===== config.mk =====
export PLATFORM = sky130hd
export DESIGN_NAME = pipelined_barrel_shifter_flat
export DESIGN_NICKNAME = d
export VERILOG_FILES = /design/src/rtl/pipelined_barrel_shifter_if.sv /design/src/rtl/pipelined_barrel_shifter.sv /design/src/flat_wrapper.sv
export SDC_FILE = /design/constraint.sdc
export NUM_CORES = 1
export LEC_CHECK = 0
export CAP_MARGIN = 15
export CORE_MARGIN = 3
export CORE_UTILIZATION = 45
export DETAILED_ROUTE_END_ITERATION = 10
export PLACE_DENSITY_LB_ADDON = 0.08
export SLEW_MARGIN = 40
export SYNTH_ARGS = -nofsm -noshare
export SYNTH_HDL_FRONTEND = slang
export SYNTH_SLANG_ARGS = --single-unit

===== constraint.sdc =====
create_clock -name clk -period 5.21 [get_ports clk]
set_clock_uncertainty 0.15 [all_clocks]
set_input_delay 0.7815 -clock clk [delete_from_list [all_inputs] [get_ports clk]]
set_output_delay 0.7815 -clock clk [all_outputs]
set_load 0.01 [all_outputs]

===== src/rtl/pipelined_barrel_shifter_if.sv =====
// Operation/result handshake bundle for pipelined_barrel_shifter.
// The flag outputs exist only when SHIFTER_FLAGS_EN is defined.
interface pipelined_barrel_shifter_if #(
    parameter int WIDTH     = 64,
    parameter int TAG_WIDTH = 4
);
    localparam int AMT_W = $clog2(WIDTH);

    logic                 in_valid;
    logic                 in_ready;
    logic [WIDTH-1:0]     in_data;
    logic [AMT_W-1:0]     in_amount;
    logic [2:0]           in_op;
    logic [TAG_WIDTH-1:0] in_tag;
    logic                 out_valid;
    logic                 out_ready;
    logic [WIDTH-1:0]     out_data;
    logic [TAG_WIDTH-1:0] out_tag;

`ifdef SHIFTER_FLAGS_EN
    logic                 out_carry;
    logic                 out_zero;

    modport master (
        output in_valid, in_data, in_amount, in_op, in_tag, out_ready,
        input  in_ready, out_valid, out_data, out_tag, out_carry, out_zero
    );
    modport slave (
        input  in_valid, in_data, in_amount, in_op, in_tag, out_ready,
        output in_ready, out_valid, out_data, out_tag, out_carry, out_zero
    );
`else
    modport master (
        output in_valid, in_data, in_amount, in_op, in_tag, out_ready,
        input  in_ready, out_valid, out_data, out_tag
    );
    modport slave (
        input  in_valid, in_data, in_amount, in_op, in_tag, out_ready,
        output in_ready, out_valid, out_data, out_tag
    );
`endif
endinterface


===== src/rtl/pipelined_barrel_shifter.sv =====
// Pipelined barrel shifter (SLL/SRL/SRA/ROL/ROR) with valid/ready flow control and tag pass-through.
// Define SHIFTER_FLAGS_EN to add the out_carry/out_zero result flags.
module pipelined_barrel_shifter #(
    parameter int WIDTH     = 64,
    parameter int PIPE_REGS = 2,
    parameter int TAG_WIDTH = 4
) (
    input  logic clk,
    input  logic rst,
    pipelined_barrel_shifter_if.slave bus
);
    localparam int AMT_W = $clog2(WIDTH);
    localparam int GRP   = (AMT_W + PIPE_REGS - 1) / PIPE_REGS;

    localparam logic [2:0] OP_SRL = 3'b001;
    localparam logic [2:0] OP_SRA = 3'b010;
    localparam logic [2:0] OP_ROL = 3'b011;
    localparam logic [2:0] OP_ROR = 3'b100;

    generate
        if (WIDTH < 8 || (WIDTH & (WIDTH - 1)) != 0) begin : g_bad_width
            $fatal(1, "pipelined_barrel_shifter: WIDTH must be a power of two >= 8");
        end
        if (PIPE_REGS < 1 || PIPE_REGS > AMT_W) begin : g_bad_pipe
            $fatal(1, "pipelined_barrel_shifter: PIPE_REGS must be in 1..log2(WIDTH)");
        end
    endgenerate

    function automatic logic [WIDTH-1:0] bit_rev(input logic [WIDTH-1:0] v);
        logic [WIDTH-1:0] r;
        for (int b = 0; b < WIDTH; b++) begin
            r[b] = v[WIDTH-1-b];
        end
        return r;
    endfunction

    function automatic logic is_right(input logic [2:0] op);
        return (op == OP_SRL) || (op == OP_SRA) || (op == OP_ROR);
    endfunction

    // One mux level: left shift by sh, low bits filled by wrap-around or the fill bit.
    function automatic logic [WIDTH-1:0] shl_level(input logic [WIDTH-1:0] v, input int sh,
                                                   input logic rot, input logic fill);
        logic [WIDTH-1:0] wrap;
        if (rot) begin
            wrap = v >> (WIDTH - sh);
        end else begin
            wrap = fill ? ~({WIDTH{1'b1}} << sh) : '0;
        end
        return (v << sh) | wrap;
    endfunction

    logic [PIPE_REGS-1:0] vld_q,  vld_d;
    logic [PIPE_REGS-1:0] sign_q, sign_d;
    logic [WIDTH-1:0]     data_q [PIPE_REGS];
    logic [WIDTH-1:0]     data_d [PIPE_REGS];
    logic [AMT_W-1:0]     amt_q  [PIPE_REGS];
    logic [AMT_W-1:0]     amt_d  [PIPE_REGS];
    logic [2:0]           op_q   [PIPE_REGS];
    logic [2:0]           op_d   [PIPE_REGS];
    logic [TAG_WIDTH-1:0] tag_q  [PIPE_REGS];
    logic [TAG_WIDTH-1:0] tag_d  [PIPE_REGS];
    logic                 stage0_ld;
`ifdef SHIFTER_FLAGS_EN
    logic [PIPE_REGS-1:0] carry_q, carry_d;
    logic                 zero_q,  zero_d;
`endif

    always_comb begin
        logic [PIPE_REGS-1:0] ld;
        logic                 chain;
        logic [WIDTH-1:0]     cur;
        logic [WIDTH-1:0]     tmp;
        logic [AMT_W-1:0]     amt;
        logic [2:0]           op;
        logic                 sgn;
        logic                 vin;
        logic                 cry;
        logic [TAG_WIDTH-1:0] tg;

        ld    = '0;
        chain = bus.out_ready;
        cur   = '0;
        tmp   = '0;
        amt   = '0;
        op    = '0;
        sgn   = 1'b0;
        vin   = 1'b0;
        cry   = 1'b0;
        tg    = '0;
`ifdef SHIFTER_FLAGS_EN
        carry_d = carry_q;
        zero_d  = zero_q;
`endif

        // A stage loads when it is empty or everything downstream of it moves.
        for (int k = PIPE_REGS - 1; k >= 0; k--) begin
            chain = chain | ~vld_q[k];
            ld[k] = chain;
        end
        stage0_ld = ld[0];

        for (int k = 0; k < PIPE_REGS; k++) begin
            if (k == 0) begin
                vin = bus.in_valid;
                op  = bus.in_op;
                sgn = bus.in_data[WIDTH-1];
                tg  = bus.in_tag;
                amt = (bus.in_op > OP_ROR) ? '0 : bus.in_amount;
                cur = is_right(bus.in_op) ? bit_rev(bus.in_data) : bus.in_data;
                cry = 1'b0;
            end else begin
                vin = vld_q[k-1];
                op  = op_q[k-1];
                sgn = sign_q[k-1];
                tg  = tag_q[k-1];
                amt = amt_q[k-1];
                cur = data_q[k-1];
`ifdef SHIFTER_FLAGS_EN
                cry = carry_q[k-1];
`endif
            end

            // Right-direction ops run reversed, so every level is a left shift.
            for (int l = 0; l < AMT_W; l++) begin
                if ((l / GRP) == k && amt[l]) begin
                    tmp = cur >> (WIDTH - (1 << l));
                    cry = tmp[0];
                    cur = shl_level(cur, 1 << l, (op == OP_ROL) || (op == OP_ROR),
                                    (op == OP_SRA) && sgn);
                end
            end
            if (k == PIPE_REGS - 1 && is_right(op)) begin
                cur = bit_rev(cur);
            end

            vld_d[k]  = vld_q[k];
            data_d[k] = data_q[k];
            amt_d[k]  = amt_q[k];
            op_d[k]   = op_q[k];
            sign_d[k] = sign_q[k];
            tag_d[k]  = tag_q[k];
            if (ld[k]) begin
                vld_d[k]  = vin;
                data_d[k] = cur;
                amt_d[k]  = amt;
                op_d[k]   = op;
                sign_d[k] = sgn;
                tag_d[k]  = tg;
`ifdef SHIFTER_FLAGS_EN
                carry_d[k] = cry;
                if (k == PIPE_REGS - 1) begin
                    zero_d = (cur == '0);
                end
`endif
            end
        end
    end

    // Stage registers: only the valid bits and the visible output fields are reset.
    always_ff @(posedge clk) begin
        for (int k = 0; k < PIPE_REGS; k++) begin
            data_q[k] <= data_d[k];
            amt_q[k]  <= amt_d[k];
            op_q[k]   <= op_d[k];
            tag_q[k]  <= tag_d[k];
        end
        sign_q <= sign_d;
`ifdef SHIFTER_FLAGS_EN
        carry_q <= carry_d;
        zero_q  <= zero_d;
`endif
        if (rst) begin
            vld_q                <= '0;
            data_q[PIPE_REGS-1]  <= '0;
            tag_q[PIPE_REGS-1]   <= '0;
`ifdef SHIFTER_FLAGS_EN
            carry_q[PIPE_REGS-1] <= 1'b0;
            zero_q               <= 1'b1;
`endif
        end else begin
            vld_q <= vld_d;
        end
    end

    assign bus.in_ready  = stage0_ld;
    assign bus.out_valid = vld_q[PIPE_REGS-1];
    assign bus.out_data  = data_q[PIPE_REGS-1];
    assign bus.out_tag   = tag_q[PIPE_REGS-1];
`ifdef SHIFTER_FLAGS_EN
    assign bus.out_carry = carry_q[PIPE_REGS-1];
    assign bus.out_zero  = zero_q;
`endif
endmodule

===== src/flat_wrapper.sv =====
// flat-port wrapper written by rule: the top's interface ports become plain ports
module pipelined_barrel_shifter_flat 
#(
    parameter int WIDTH     = 64,
    parameter int PIPE_REGS = 2,
    parameter int TAG_WIDTH = 4
)
  (clk, rst, bus_in_valid, bus_in_data, bus_in_amount, bus_in_op, bus_in_tag, bus_out_ready, bus_in_ready, bus_out_valid, bus_out_data, bus_out_tag);
  pipelined_barrel_shifter_if #(.WIDTH(WIDTH), .TAG_WIDTH(TAG_WIDTH)) bus_i ();
  input  logic clk;
  input  logic rst;
  input wire logic [$bits(bus_i.in_valid)-1:0] bus_in_valid;
  input wire logic [$bits(bus_i.in_data)-1:0] bus_in_data;
  input wire logic [$bits(bus_i.in_amount)-1:0] bus_in_amount;
  input wire logic [$bits(bus_i.in_op)-1:0] bus_in_op;
  input wire logic [$bits(bus_i.in_tag)-1:0] bus_in_tag;
  input wire logic [$bits(bus_i.out_ready)-1:0] bus_out_ready;
  output wire logic [$bits(bus_i.in_ready)-1:0] bus_in_ready;
  output wire logic [$bits(bus_i.out_valid)-1:0] bus_out_valid;
  output wire logic [$bits(bus_i.out_data)-1:0] bus_out_data;
  output wire logic [$bits(bus_i.out_tag)-1:0] bus_out_tag;
  assign bus_i.in_valid = bus_in_valid;
  assign bus_i.in_data = bus_in_data;
  assign bus_i.in_amount = bus_in_amount;
  assign bus_i.in_op = bus_in_op;
  assign bus_i.in_tag = bus_in_tag;
  assign bus_i.out_ready = bus_out_ready;
  assign bus_in_ready = bus_i.in_ready;
  assign bus_out_valid = bus_i.out_valid;
  assign bus_out_data = bus_i.out_data;
  assign bus_out_tag = bus_i.out_tag;
  pipelined_barrel_shifter #(.WIDTH(WIDTH), .PIPE_REGS(PIPE_REGS), .TAG_WIDTH(TAG_WIDTH)) u_core (.clk(clk), .rst(rst), .bus(bus_i));
endmodule

# Yosys cells after proc, flatten, opt, wreduce, memory -nomap -nowiden
# Memory sizes are Yosys's and may differ from the RTL's.
# Cells that the tools add are included.
# word_totals
wordCells,76
memories,4
input_bits,81
register_bits,3
latch_bits,0
rom_bits,0
ramBits,154
output_inout_bits,70
# classes
bitwise,12
eq_ne,9
addsub,0
reduce_logical,8
shifts,0
n_lt_le_gt_ge,1
n_div,0
multipliers,0
n_mux,39
# mem_list
memory,words,word_bits,rd,rd_clocked_by_memory_dff,wr,line_no,text
u_core.data_q,2,64,2,0,2,pipelined_barrel_shifter.sv:55,logic [WIDTH-1:0] data_q [PIPE_REGS];
u_core.amt_q,2,6,1,0,2,pipelined_barrel_shifter.sv:57,logic [AMT_W-1:0] amt_q [PIPE_REGS];
u_core.tag_q,2,4,2,0,2,pipelined_barrel_shifter.sv:61,logic [TAG_WIDTH-1:0] tag_q [PIPE_REGS];
u_core.op_q,2,3,1,0,2,pipelined_barrel_shifter.sv:59,logic [2:0] op_q [PIPE_REGS];
# ops
operator,n
$mux 64,23
$or 64x64->64,6
$mux 32,1
$mux 6,3
$mux 16,1
$mux 4,4
$eq 3x2->1 const B,4
$mux 8,1
$eq 3x1->1 const B,2
$eq 3x3->1 const B,2
$logic_or 1x1->1,6
$mux 3,2
$gt 3x3->1 const B,1
$mux 1,3
$logic_and 1x1->1,2
$mux 2,1
$not 1->1,2
$or 1x1->1,2
$or 1x1->1 const A,2
$ne 1x1->1 const B,1

# Longest topological paths before layout
# An unclocked memory read counts as a cell.
# logic_depth
word_depth,19
ltp_mapped,10
mapped_depth_nobuf,6

# Worst setup path before layout
# No wires, ideal clock.
# synth_timing
path_type,input to output
startpoint,input port bus_out_ready
endpoint,output port bus_in_ready
slack_ps,1466
arrival_time_ps,2812
required_time_ps,4279
stages,4
cell_sequence,nor2b_1 > clkbuf_1 > clkbuf_1 > nand2_1
# synth_via
elab_chain_len,2
# synth_rtl
item,line_no,text
start: declaration,flat_wrapper.sv:17,input wire logic [$bits(bus_i.out_ready)-1:0] bus_out_ready;
$or 1x1->1 (2 in a row),pipelined_barrel_shifter.sv:98,chain = chain | ~vld_q[k];
end: declaration,flat_wrapper.sv:18,output wire logic [$bits(bus_i.in_ready)-1:0] bus_in_ready;
# No other way between the ends.

==> run metrics <==
clock buffer depth 2; global routing's busiest layer met2; initial antenna violation count 0; min-delay src u_core.data_q[1][3]; min Tclk post-route 3.57 ns; n_diodes 0; Num CTS Buffers 17; met3 Use GR 0.0349; Detail Route Antenna Nets 0; PortBufs 150; CTS tree built; CP cell instances clkdlybuf4s50_1, mux2i_4, buf_4, mux2i_1, mux2i_1, mux2i_1, o21ai_0; Crit. End Element flop; setup TNS 0 ns; Final Cycle Share 0.686; Setup Crit Path Kind input port to flop; H-tree depth 4; max-cap violations 0; Vias 10697; remaining global-route overflow 0; Initial Util 0.462; PD cells 315 nW/um^2; Post-synth ARST share 0; Synth-to-Final Area Change 19.0%; largest net degree at the start of global routing 76; endpoints failing setup 0; Net Switching 1.62 mW; relative slew slack 0.437; crit path from bus_in_op[1]; pre-CTS WS 1.22 ns; Max FO, Critical Path 15; total track usage 0.260; Worst path slowest cell clkdlybuf4s50_1; final setup margin 1.64 ns; first-pass GRT wire length 58.0 mm; synth warn 0; post-CTS setup buffer count 0; post_cts resized 0; combinational power share 0.369; Die Span Y 168 um; DR pass1 iterations 6; number of synthesized flops with an enable pin 75; Power Internal 2.78 mW; number of synthesized register bits 145; maximum vdd drop 242 uV; HPWL after detailed placement 28.4 mm; clock slew at reported path FFs 0.06 ns; core area 25400 sq um; share of cells above drive strength 1 0.0898; Routed WL per cell 21.7 um; Setup crit start kind input port; Leak 5.50 nW; worst-skew pair later-pin latency 0.43 ns; post-synthesis sequential area ratio 0.311; worst min-delay path class flop to flop; Post-synth top flop edfxtp_1; Worst Path Required 5.22 ns; pins over their slew limit 0; initial DRC count 1365; CP arrival 3.58 ns; clock sink count 145; Mapped Cells 1324; status finished clean; total die area 28100 sq um; Slew @ Worst Pin 0.843 ns; final WL 37.9 mm; Clk Tree Root Cell clkbuf_16; Reg-to-Reg Start u_core.amt_q[0][4]; vias per inst 6.13; Post-Place Cell Area 13400 sq um; vias in the first global route 9885; num rows 58; CP dominant cell by count mux2i_1; Die Span X 168 um; R2R Setup Slk 1.74 ns; Syn Area/Cell 8.87 sq um; grt met2 use 0.411; Seq pwr share 0.366; Routability Congestion 0.977; Post-CTS Hold Buffers 0; Peak Freq 280 MHz; Worst path max stage delay 0.78 ns; endpoints failing hold 0; Mapped Area 11700 sq um; clock network power share 0.266; sw frac 0.367; nets@finish 1482; Synth cell types 66; final hold slack 0.286 ns; met1 GRT Util 0.368; post-route cell area 14000 sq um; final core utilization 0.550; RSZ-0062 raised after global routing false; # DRC 0; Synthesized Nets 1405; final-layout fill cell count 2408; # IOs 151
-- routing by layer --
metal  routed length [um]  vias up
li1                     -     5139
met1                17300     5021
met2                17200      473
met3                 2250       64
met4                 1210        0
met5                    0        -
-- worst paths after layout --
path | end | depth (start not counted)
worst max-delay path | u_core.data_q[0][54] | 7
worst min-delay path | u_core.data_q[1][3] | 2
worst max register to register | u_core.data_q[1][52] | 7
worst min register to register | u_core.data_q[1][3] | 2
-- cell usage after synthesis, drive strengths merged, types with 2 or more instances --
| cell | count | area [sq um] |
|---|---|---|
| a211oi | 41 | 308 |
| a21boi | 9 | 67.6 |
| a21o | 2 | 15.0 |
| a21oi | 103 | 515 |
| a221oi | 22 | 193 |
| a22o | 3 | 26.3 |
| a22oi | 12 | 90.1 |
| a31o | 3 | 26.3 |
| a31oi | 2 | 12.5 |
| a32o | 2 | 20.0 |
| and2 | 18 | 113 |
| and3 | 3 | 18.8 |
| and3b | 2 | 17.5 |
| buf | 69 | 358 |
| clkbuf | 54 | 203 |
| dfxtp | 70 | 1400 |
| edfxtp | 75 | 2250 |
| inv | 3 | 11.3 |
| mux2 | 32 | 360 |
| mux2i | 289 | 2910 |
| mux4 | 9 | 203 |
| nand2 | 112 | 428 |
| nand2b | 12 | 75.1 |
| nand3 | 33 | 165 |
| nand3b | 11 | 82.6 |
| nor2 | 133 | 499 |
| nor2b | 7 | 43.8 |
| nor3 | 24 | 120 |
| nor3b | 3 | 32.5 |
| o2111a | 8 | 90.1 |
| o2111ai | 2 | 17.5 |
| o211a | 2 | 20.0 |
| o211ai | 6 | 45.0 |
| o21a | 15 | 113 |
| o21ai | 60 | 308 |
| o221ai | 10 | 87.6 |
| o22ai | 3 | 18.8 |
| o2bb2ai | 9 | 78.8 |
| o311ai | 6 | 52.6 |
| o31ai | 24 | 180 |
| or2 | 8 | 50.1 |
| xor2 | 3 | 33.8 |
-- cells in the final DEF (no fill, tap or decap), drive strengths merged, types with 3 or more instances in the layout --
master	count
mux4	9
nor2b	7
dfxtp	70
a22o	3
edfxtp	75
and3	3
a21oi	103
a221oi	22
clkinv	6
o2111a	8
o22ai	3
a31o	3
clkdlybuf4s50	149
nor3	24
and2	18
nor3b	3
nand3b	11
nand3	33
o311ai	6
or2	8
clkinvlp	5
a211oi	41
nand2	112
a21boi	9
mux2	32
nor2	133
o21a	15
o2bb2ai	9
clkbuf	18
o21ai	60
nand2b	12
mux2i	289
o221ai	10
a22oi	12
o211ai	6
inv	6
xor2	3
o31ai	24
buf	32
-- flip-flops by register name (all words and copies together) (netlist names) --
register	flops
u_core.amt_q	3
u_core.vld_q	2
u_core.tag_q	8
u_core.op_q	3
u_core.sign_q	1
u_core.data_q	128
-- power groups by stage --
stage | clock network (mW) | logic, mW | registers, mW
after detailed placement | 0 | 1.60 | 1.63
after global routing | 1.24 | 1.75 | 1.62
after CTS | 1.19 | 1.61 | 1.60
after global placement | 0 | 1.59 | 1.62
final | 1.17 | 1.62 | 1.61
after floorplan | 0 | 1.01 | 1.57
-- worst max-delay path: cells and delay by family --
family	cells	cell delay, ns
buf+inv	2	1.13
mux	4	1.54
compound gates	1	0.12
-- metrics by stage --
stage | power [mW] | instances
global route | 4.62 | 1744
floorplan | 2.57 | 1324
detailed placement | 3.22 | 1712
CTS | 4.40 | 1744
global placement | 3.22 | 1712
finish | 4.40 | 1744
-- kinds of logic (layout without fill, tap and decap cells) --
family	after synthesis	in the layout	share of synthesized area
AND/OR/NAND/NOR	368	368	0.141
AO/OA/AOI/OAI	350	350	0.199
multiplexers	330	330	0.295
flip-flops	145	145	0.311
buffers and inverters	127	217	0.0490
XOR/XNOR	4	4	0.00363
-- layout make-up --
class,count,area [sq um],share of cell area
Tap cell,330,413,0.0296
Inverter,4,17.5,0.00125
Sequential cell,145,3650,0.262
Multi-Input combinational cell,1052,7550,0.540
Clock inverter,14,130,0.00932
Timing Repair Buffer,181,1770,0.127
Clock buffer,18,429,0.0307
Note: power is estimated with default switching activity, not from simulation.
